[src/rtl/ifu_prefetch_pkg.sv]
// Shared types for the instruction prefetch slice: Avalon request/response
// structs, the buffered {pc, instruction} entry and an address-alignment helper.
package ifu_prefetch_pkg;

  localparam int PC_W   = 32;
  localparam int DATA_W = 32;

  typedef logic [PC_W-1:0]   pc_t;
  typedef logic [DATA_W-1:0] data_t;

  typedef struct packed {
    pc_t        address;
    logic [3:0] byte_enable;
    logic       read;
    logic       write;
    data_t      writedata;
  } avalon_req_t;

  typedef struct packed {
    data_t readdata;
    logic  waitrequest;
  } avalon_resp_t;

  typedef struct packed {
    pc_t   pc;
    data_t instruction;
  } if_fetch_entry_t;

  function automatic pc_t word_align(pc_t a);
    return {a[PC_W-1:2], 2'b00};
  endfunction

endpackage

[src/rtl/ifu_prefetch_if.sv]
// Bundles the instruction-bus port and the IF-stage fetch handshake.
// master = prefetch unit, slave = memory/IF side.
interface ifu_prefetch_if;

  ifu_prefetch_pkg::avalon_req_t  ibus_avalon_req;
  ifu_prefetch_pkg::avalon_resp_t ibus_avalon_resp;
  logic                           fetch_valid;
  logic                           fetch_ready;
  ifu_prefetch_pkg::pc_t          fetch_pc;
  ifu_prefetch_pkg::data_t        fetch_instruction;

  modport master (
    output ibus_avalon_req,
    input  ibus_avalon_resp,
    output fetch_valid,
    input  fetch_ready,
    output fetch_pc,
    output fetch_instruction
  );

  modport slave (
    input  ibus_avalon_req,
    output ibus_avalon_resp,
    input  fetch_valid,
    output fetch_ready,
    input  fetch_pc,
    input  fetch_instruction
  );

endinterface

[src/rtl/ifu_fifo.sv]
// Synchronous FIFO of fetch entries with push/pop/clear; clear wins over push.
// Storage is not reset; only pointers and occupancy are.
module ifu_fifo
  import ifu_prefetch_pkg::*;
#(
  parameter int DEPTH = 4
) (
  input  logic                       clk,
  input  logic                       rst,
  input  logic                       clear,
  input  logic                       push,
  input  logic                       pop,
  input  if_fetch_entry_t            din,
  output if_fetch_entry_t            dout,
  output logic [$clog2(DEPTH):0]     count,
  output logic                       full,
  output logic                       empty
);

  localparam int AW = $clog2(DEPTH);

  if_fetch_entry_t mem [DEPTH];
  logic [AW-1:0]   wr_ptr;
  logic [AW-1:0]   rd_ptr;

  always_ff @(posedge clk) begin
    if (rst || clear) begin
      wr_ptr <= '0;
      rd_ptr <= '0;
      count  <= '0;
    end else begin
      if (push) wr_ptr <= wr_ptr + 1'b1;
      if (pop)  rd_ptr <= rd_ptr + 1'b1;
      count <= count + {{AW{1'b0}}, push} - {{AW{1'b0}}, pop};
    end
  end

  always_ff @(posedge clk) begin
    if (push && !clear) mem[wr_ptr] <= din;
  end

  assign dout  = mem[rd_ptr];
  assign full  = (count == (AW+1)'(DEPTH));
  assign empty = (count == '0);

endmodule

[src/rtl/ifu_prefetch.sv]
// Instruction prefetch queue: owns the fetch PC, issues credit-limited
// sequential Avalon reads and buffers {pc, instruction} pairs for IF.
module ifu_prefetch
  import ifu_prefetch_pkg::*;
#(
  parameter int  DEPTH    = 4,
  parameter pc_t RESET_PC = '0
) (
  input  logic                  clk,
  input  logic                  rst,
  input  logic                  redirect,
  input  pc_t                   redirect_pc,
  ifu_prefetch_if.master        bus
);

  localparam int AW = $clog2(DEPTH);

  pc_t             pc_q;
  pc_t             address;
  logic            read;
  logic            accept;
  logic            push;
  logic            pop;
  logic [AW+1:0]   inflight;
  logic [AW:0]     count;
  logic            full;
  logic            empty;
  if_fetch_entry_t entry;
  if_fetch_entry_t head;

  // stage p1: the single read accepted last cycle, whose data arrives now
  logic            pend_vld_p1;
  pc_t             pend_pc_p1;

  assign address  = word_align(pc_q);
  assign inflight = {1'b0, count} + {{(AW+1){1'b0}}, pend_vld_p1};
  assign read     = !rst && !redirect && (inflight < (AW+2)'(DEPTH));
  assign accept   = read && !bus.ibus_avalon_resp.waitrequest;

  // A response coinciding with a redirect belongs to the old stream.
  assign push     = pend_vld_p1 && !redirect;
  assign pop      = !empty && bus.fetch_ready && !redirect && !rst;
  assign entry    = '{pc: pend_pc_p1, instruction: bus.ibus_avalon_resp.readdata};

  always_ff @(posedge clk) begin
    if (rst) begin
      pc_q        <= RESET_PC;
      pend_vld_p1 <= 1'b0;
    end else begin
      pend_vld_p1 <= accept;
      if (redirect)    pc_q <= redirect_pc;
      else if (accept) pc_q <= pc_q + 32'd4;
    end
  end

  always_ff @(posedge clk) begin
    if (accept) pend_pc_p1 <= address;
  end

  // stage p2: FIFO storage, head drives the IF handshake with no bypass
  ifu_fifo #(.DEPTH(DEPTH)) u_fifo (
    .clk   (clk),
    .rst   (rst),
    .clear (redirect),
    .push  (push),
    .pop   (pop),
    .din   (entry),
    .dout  (head),
    .count (count),
    .full  (full),
    .empty (empty)
  );

  always_comb begin
    bus.ibus_avalon_req             = '0;
    bus.ibus_avalon_req.address     = address;
    bus.ibus_avalon_req.byte_enable = 4'b1111;
    bus.ibus_avalon_req.read        = read;
    bus.fetch_valid                 = !empty;
    bus.fetch_pc                    = head.pc;
    bus.fetch_instruction           = head.instruction;
  end

  push_on_full_chk : assert property (@(posedge clk) disable iff (rst)
    !(push && full && !pop))
    else $error("ifu_prefetch: push into full FIFO");

endmodule
[src/flat_wrapper.sv]
// flat-port wrapper written by rule: the top's interface ports become plain ports
module ifu_prefetch_flat import ifu_prefetch_pkg::*;
#(
  parameter int  DEPTH    = 4,
  parameter pc_t RESET_PC = '0
)
  (clk, rst, redirect, redirect_pc, bus_ibus_avalon_req, bus_ibus_avalon_resp, bus_fetch_valid, bus_fetch_ready, bus_fetch_pc, bus_fetch_instruction);
  ifu_prefetch_if bus_i ();
  input  logic clk;
  input  logic rst;
  input  logic redirect;
  input  pc_t redirect_pc;
  output wire logic [$bits(bus_i.ibus_avalon_req)-1:0] bus_ibus_avalon_req;
  input wire logic [$bits(bus_i.ibus_avalon_resp)-1:0] bus_ibus_avalon_resp;
  output wire logic [$bits(bus_i.fetch_valid)-1:0] bus_fetch_valid;
  input wire logic [$bits(bus_i.fetch_ready)-1:0] bus_fetch_ready;
  output wire logic [$bits(bus_i.fetch_pc)-1:0] bus_fetch_pc;
  output wire logic [$bits(bus_i.fetch_instruction)-1:0] bus_fetch_instruction;
  assign bus_ibus_avalon_req = bus_i.ibus_avalon_req;
  assign bus_i.ibus_avalon_resp = bus_ibus_avalon_resp;
  assign bus_fetch_valid = bus_i.fetch_valid;
  assign bus_i.fetch_ready = bus_fetch_ready;
  assign bus_fetch_pc = bus_i.fetch_pc;
  assign bus_fetch_instruction = bus_i.fetch_instruction;
  ifu_prefetch #(.DEPTH(DEPTH), .RESET_PC(RESET_PC)) u_core (.clk(clk), .rst(rst), .redirect(redirect), .redirect_pc(redirect_pc), .bus(bus_i));
endmodule
[config.mk]
export PLATFORM = sky130hd
export DESIGN_NAME = ifu_prefetch_flat
export DESIGN_NICKNAME = d
export VERILOG_FILES = /design/src/rtl/ifu_prefetch_pkg.sv /design/src/rtl/ifu_prefetch_if.sv /design/src/rtl/ifu_fifo.sv /design/src/rtl/ifu_prefetch.sv /design/src/flat_wrapper.sv
export SDC_FILE = /design/constraint.sdc
export NUM_CORES = 1
export LEC_CHECK = 0
export CAP_MARGIN = 10
export CORE_UTILIZATION = 48
export CTS_CLUSTER_SIZE = 12
export DETAILED_ROUTE_END_ITERATION = 8
export PLACE_DENSITY = 0.81
export SLEW_MARGIN = 40
export SYNTH_ARGS = -nofsm -noshare
export SYNTH_HDL_FRONTEND = slang
export SYNTH_SLANG_ARGS = --single-unit
[constraint.sdc]
create_clock -name clk -period 3.2 [get_ports clk]
set_input_delay 0.48 -clock clk [delete_from_list [all_inputs] [get_ports clk]]
set_output_delay 0.48 -clock clk [all_outputs]
set_load 0.005 [all_outputs]
==> results.yml <==
clocking:
  clockBufferDepth: 3
  postCtsResizedCells: 0
  cts.htree.levels: 2
  clock_sinks: 318
  cts_tree: "built"
  postCtsSetupBuffers: 0
  cts_buffers: 34
  clk_pin_slew_ps: 60
  clock_latency_ps: 490
  postCtsHoldBufs: 0
  cts_root_buf: "clkbuf_16"
timing:
  finalHoldViolations: 0
  setup_ws_ps: 273.7
  finalSetupViolCount: 0
  fin_worst_skew_ps: 8.797
  relSlewSlack_pct: 55.05
  tightest_slew_ps: 674.2
  final.setup.tns_ps: 0
  finalCritPeriodShare_pct: 91.45
  finalCriticalPeriod_ps: 2926
  fmaxAchievable_mhz: 341.7
  rsz0062_at_grt: "false"
  hold_slack_ps: 502.8
  slew_violations: 0
logic_synthesis:
  synth_flop_cell: "edfxtp_1"
  yosysTopAreaCellShare_pct: 67.67
  yosysTopAreaCell: "edfxtp_1"
  ys_ff_latch: 318
  synth_area_leaders: "edfxtp_1, mux4_2, dfxtp_1"
  ys.warnings.count: 0
  syn_area_sq_mm: 0.01234
  ys_seq_area_share_pct: 74.16
  synth_edf_count: 278
  async_flop_share_pct: 0
  ys_types: 48
  postSynthCellCount: 665
  syn_avg_cell_area_sq_um: 18.55
critical_path:
  critPathArrivalTime_ps: 2450
  path_class: "register to output pin"
  worstPathRequired_ps: 2720
  cp_max_fo: 18
  r2r_start: "u_core.u_fifo.count[1]"
  cp-end-kind: "output pin"
  cpMaxStageDelayCell: "dfxtp_4"
  crit_chain: "buf_12 > mux4_2 > clkdlybuf4s50_1"
  r2r-end: "u_core.pc_q[31]"
  max_stage_delay_ps: 610
  reg2reg_slack_ps: 730
  worst_setup_path_start_kind: "register"
  reg2regPathDepth: 6
final_layout:
  final_layout_size_suffix_gt1_share_pct: 16.31
  diodes: 0
  n_fill_cell: 1758
  nets: 937
  syn2layout_area_growth_pct: 25.62
power_and_ir_drop:
  intPower_mw: 6.859
  power.total_mw: 8.505
  switching_share_pct: 19.35
  p_clk_share_pct: 41.7
  power_density_mw_per_mm2: 548.8
  power.switching_mw: 1.645
  max-vdd-ir-drop_mv: 0.3304
  p_leak_nw: 5.038
  comb_power_share_pct: 4.0
  seqPwrFrac_pct: 54.3
floorplanning:
  coreArea_sq_mm: 0.02518
  initial_core_util_pct: 48.99
  rows: 58
  io_pins: 204
  fp.dieH_um: 162.3
  die_x_um: 162.3
  die_area_sq_mm: 0.02635
route:
  drt_iter0_drc: 458
  via_count: 6564
  wire_per_inst_um: 20.26
  ant_nets: 0
  first_pass_iters: 5
  route.detailed.drc: 0
  wl_mm: 24.45
  avgViaCountPerCell: 5.438
grt:
  grt_max_degree: 35
  grt_pass1_vias: 6660
  track_usage_pct: 19.18
  grt-ovfl-total: 0
  antenna_found_initial: 0
  grt_pass1_wl_mm: 38.07
placed_design:
  place.gp.congestion: 0.8290
  hpwl_mm: 16.18
  dpl_worst_slack_ps: 222.9
  port_buffers: 160
min_path:
  holdPathEnd: "u_core.u_fifo.mem[2][48]"
  hold_path.class: "register to register"
  hold_path_depth: 0
  min_from: "u_core.pend_pc_p1[18]"
run_status:
  status: "completed"
run:
  cap_viol_max_count: 0
-- Yosys cell counts (2+ instances only) --
cell       instances
a2111oi_0          2
a211oi_1          17
a21oi_1            4
a311oi_1           3
a31oi_1            4
and2_1             5
and3_1             6
and3b_1            3
and4_1             5
buf_1              7
buf_4             43
clkbuf_1          20
conb_1             2
dfxtp_1           40
edfxtp_1         278
ha_1               8
inv_1             12
mux4_2            62
nand2_1           19
nand3_1            7
nand4_1           15
nor2_1            38
nor2b_1            3
nor3_1             7
nor4_1             6
o21ai_0            2
o31a_1             2
or3_1              3
xnor2_1           13
xor2_1            11
-- flip-flops by register name (all words and copies together), names as in the netlist, named ones only --
signal	flops
u_core.pc_q	30
u_core.u_fifo.mem	248
u_core.pend_vld_p1	1
u_core.u_fifo.wr_ptr	2
u_core.u_fifo.count	3
u_core.u_fifo.rd_ptr	2
u_core.pend_pc_p1	30
-- power groups by stage --
| stage | sequential, mW | combinational (mW) | clock, mW |
|---|---|---|---|
| after CTS | 4.62 | 0.341 | 3.61 |
| after detailed placement | 4.70 | 0.338 | 0 |
| after global routing | 4.62 | 0.365 | 3.78 |
| after floorplan | 4.68 | 0.149 | 0 |
| after global placement | 4.70 | 0.329 | 0 |
| final | 4.62 | 0.339 | 3.55 |
-- worst max-delay path by stage --
stage                       startpoint          endpoint  cells past startpoint
3_3_place_gp   bus_ibus_avalon_resp[0]   u_core.pc_q[24]                      6
6_report                      register  bus_fetch_pc[18]                      3
4_1_cts                       register  bus_fetch_pc[18]                      3
3_5_place_dp   bus_ibus_avalon_resp[0]   u_core.pc_q[31]                      6
2_1_floorplan   u_core.u_fifo.count[1]   u_core.pc_q[24]                      7
5_1_grt                       register  bus_fetch_pc[18]                      3
-- critical path, delay by kind of cell (launching register included) --
family	cells	cell delay, ps
flip-flops	1	610
buffers and inverters	2	730
multiplexers	1	580
-- through the flow --
| step | std cells | cell area (sq um) | utilization, % |
|---|---|---|---|
| CTS | 1207 | 15500 | 61.54 |
| floorplan | 704 | 12480 | - |
| global placement | 1152 | 14460 | 57.42 |
| detailed placement | 1153 | 14490 | 57.53 |
| finish | 1207 | 15500 | 61.54 |
| global route | 1207 | 15500 | 61.54 |
-- logic make-up after synthesis --
logic type | Yosys count | synth area share [%]
flip-flops | 318 | 74.16
XOR/XNOR | 24 | 1.704
multiplexers | 64 | 11.49
adder cells (fa/ha/maj) | 9 | 0.9737
AND/OR/NAND/NOR | 122 | 5.152
AO/OA/AOI/OAI | 44 | 2.657
buffers and inverters | 82 | 3.803
other | 2 | 0.06087
-- per-layer routing --
layer	wire [um]	track usage, %	up-vias
met5	0	0	-
met2	11890	31.06	298
li1	-	-	2954
met4	399	5.403	0
met1	10480	26.45	3283
met3	1688	3.882	29
-- layout by cell type, fill, tap and decap left out, types with 4 or more instances in the layout --
cell             count
and4_1               5
nand3_1              7
clkbuf_16           37
inv_1               12
and2_4               4
a211oi_1            17
mux4_2              62
clkbuf_1            10
buf_4               16
and3_1               6
conb_1              41
ha_1                 8
buf_12              12
a21oi_1              4
clkdlybuf4s50_1    160
a31oi_1              4
nand4_1             15
xnor2_1             13
dfxtp_1             38
nor4_1               6
nor2_1              37
xor2_1              11
nand2_1             19
edfxtp_1           278
nor3_1               7
-- final cells by class --
type | count | area (sq um) | share of cell area (%)
sequential | 318 | 9156 | 59.08
multi-input combinational | 304 | 2883 | 18.60
timing repair buffer | 189 | 1989 | 12.84
clock buffer | 48 | 977.2 | 6.305
tap | 330 | 412.9 | 2.664
inverter | 12 | 45.04 | 0.2907
clock inverter | 6 | 33.78 | 0.2180
(Power assumes the default switching activity.)
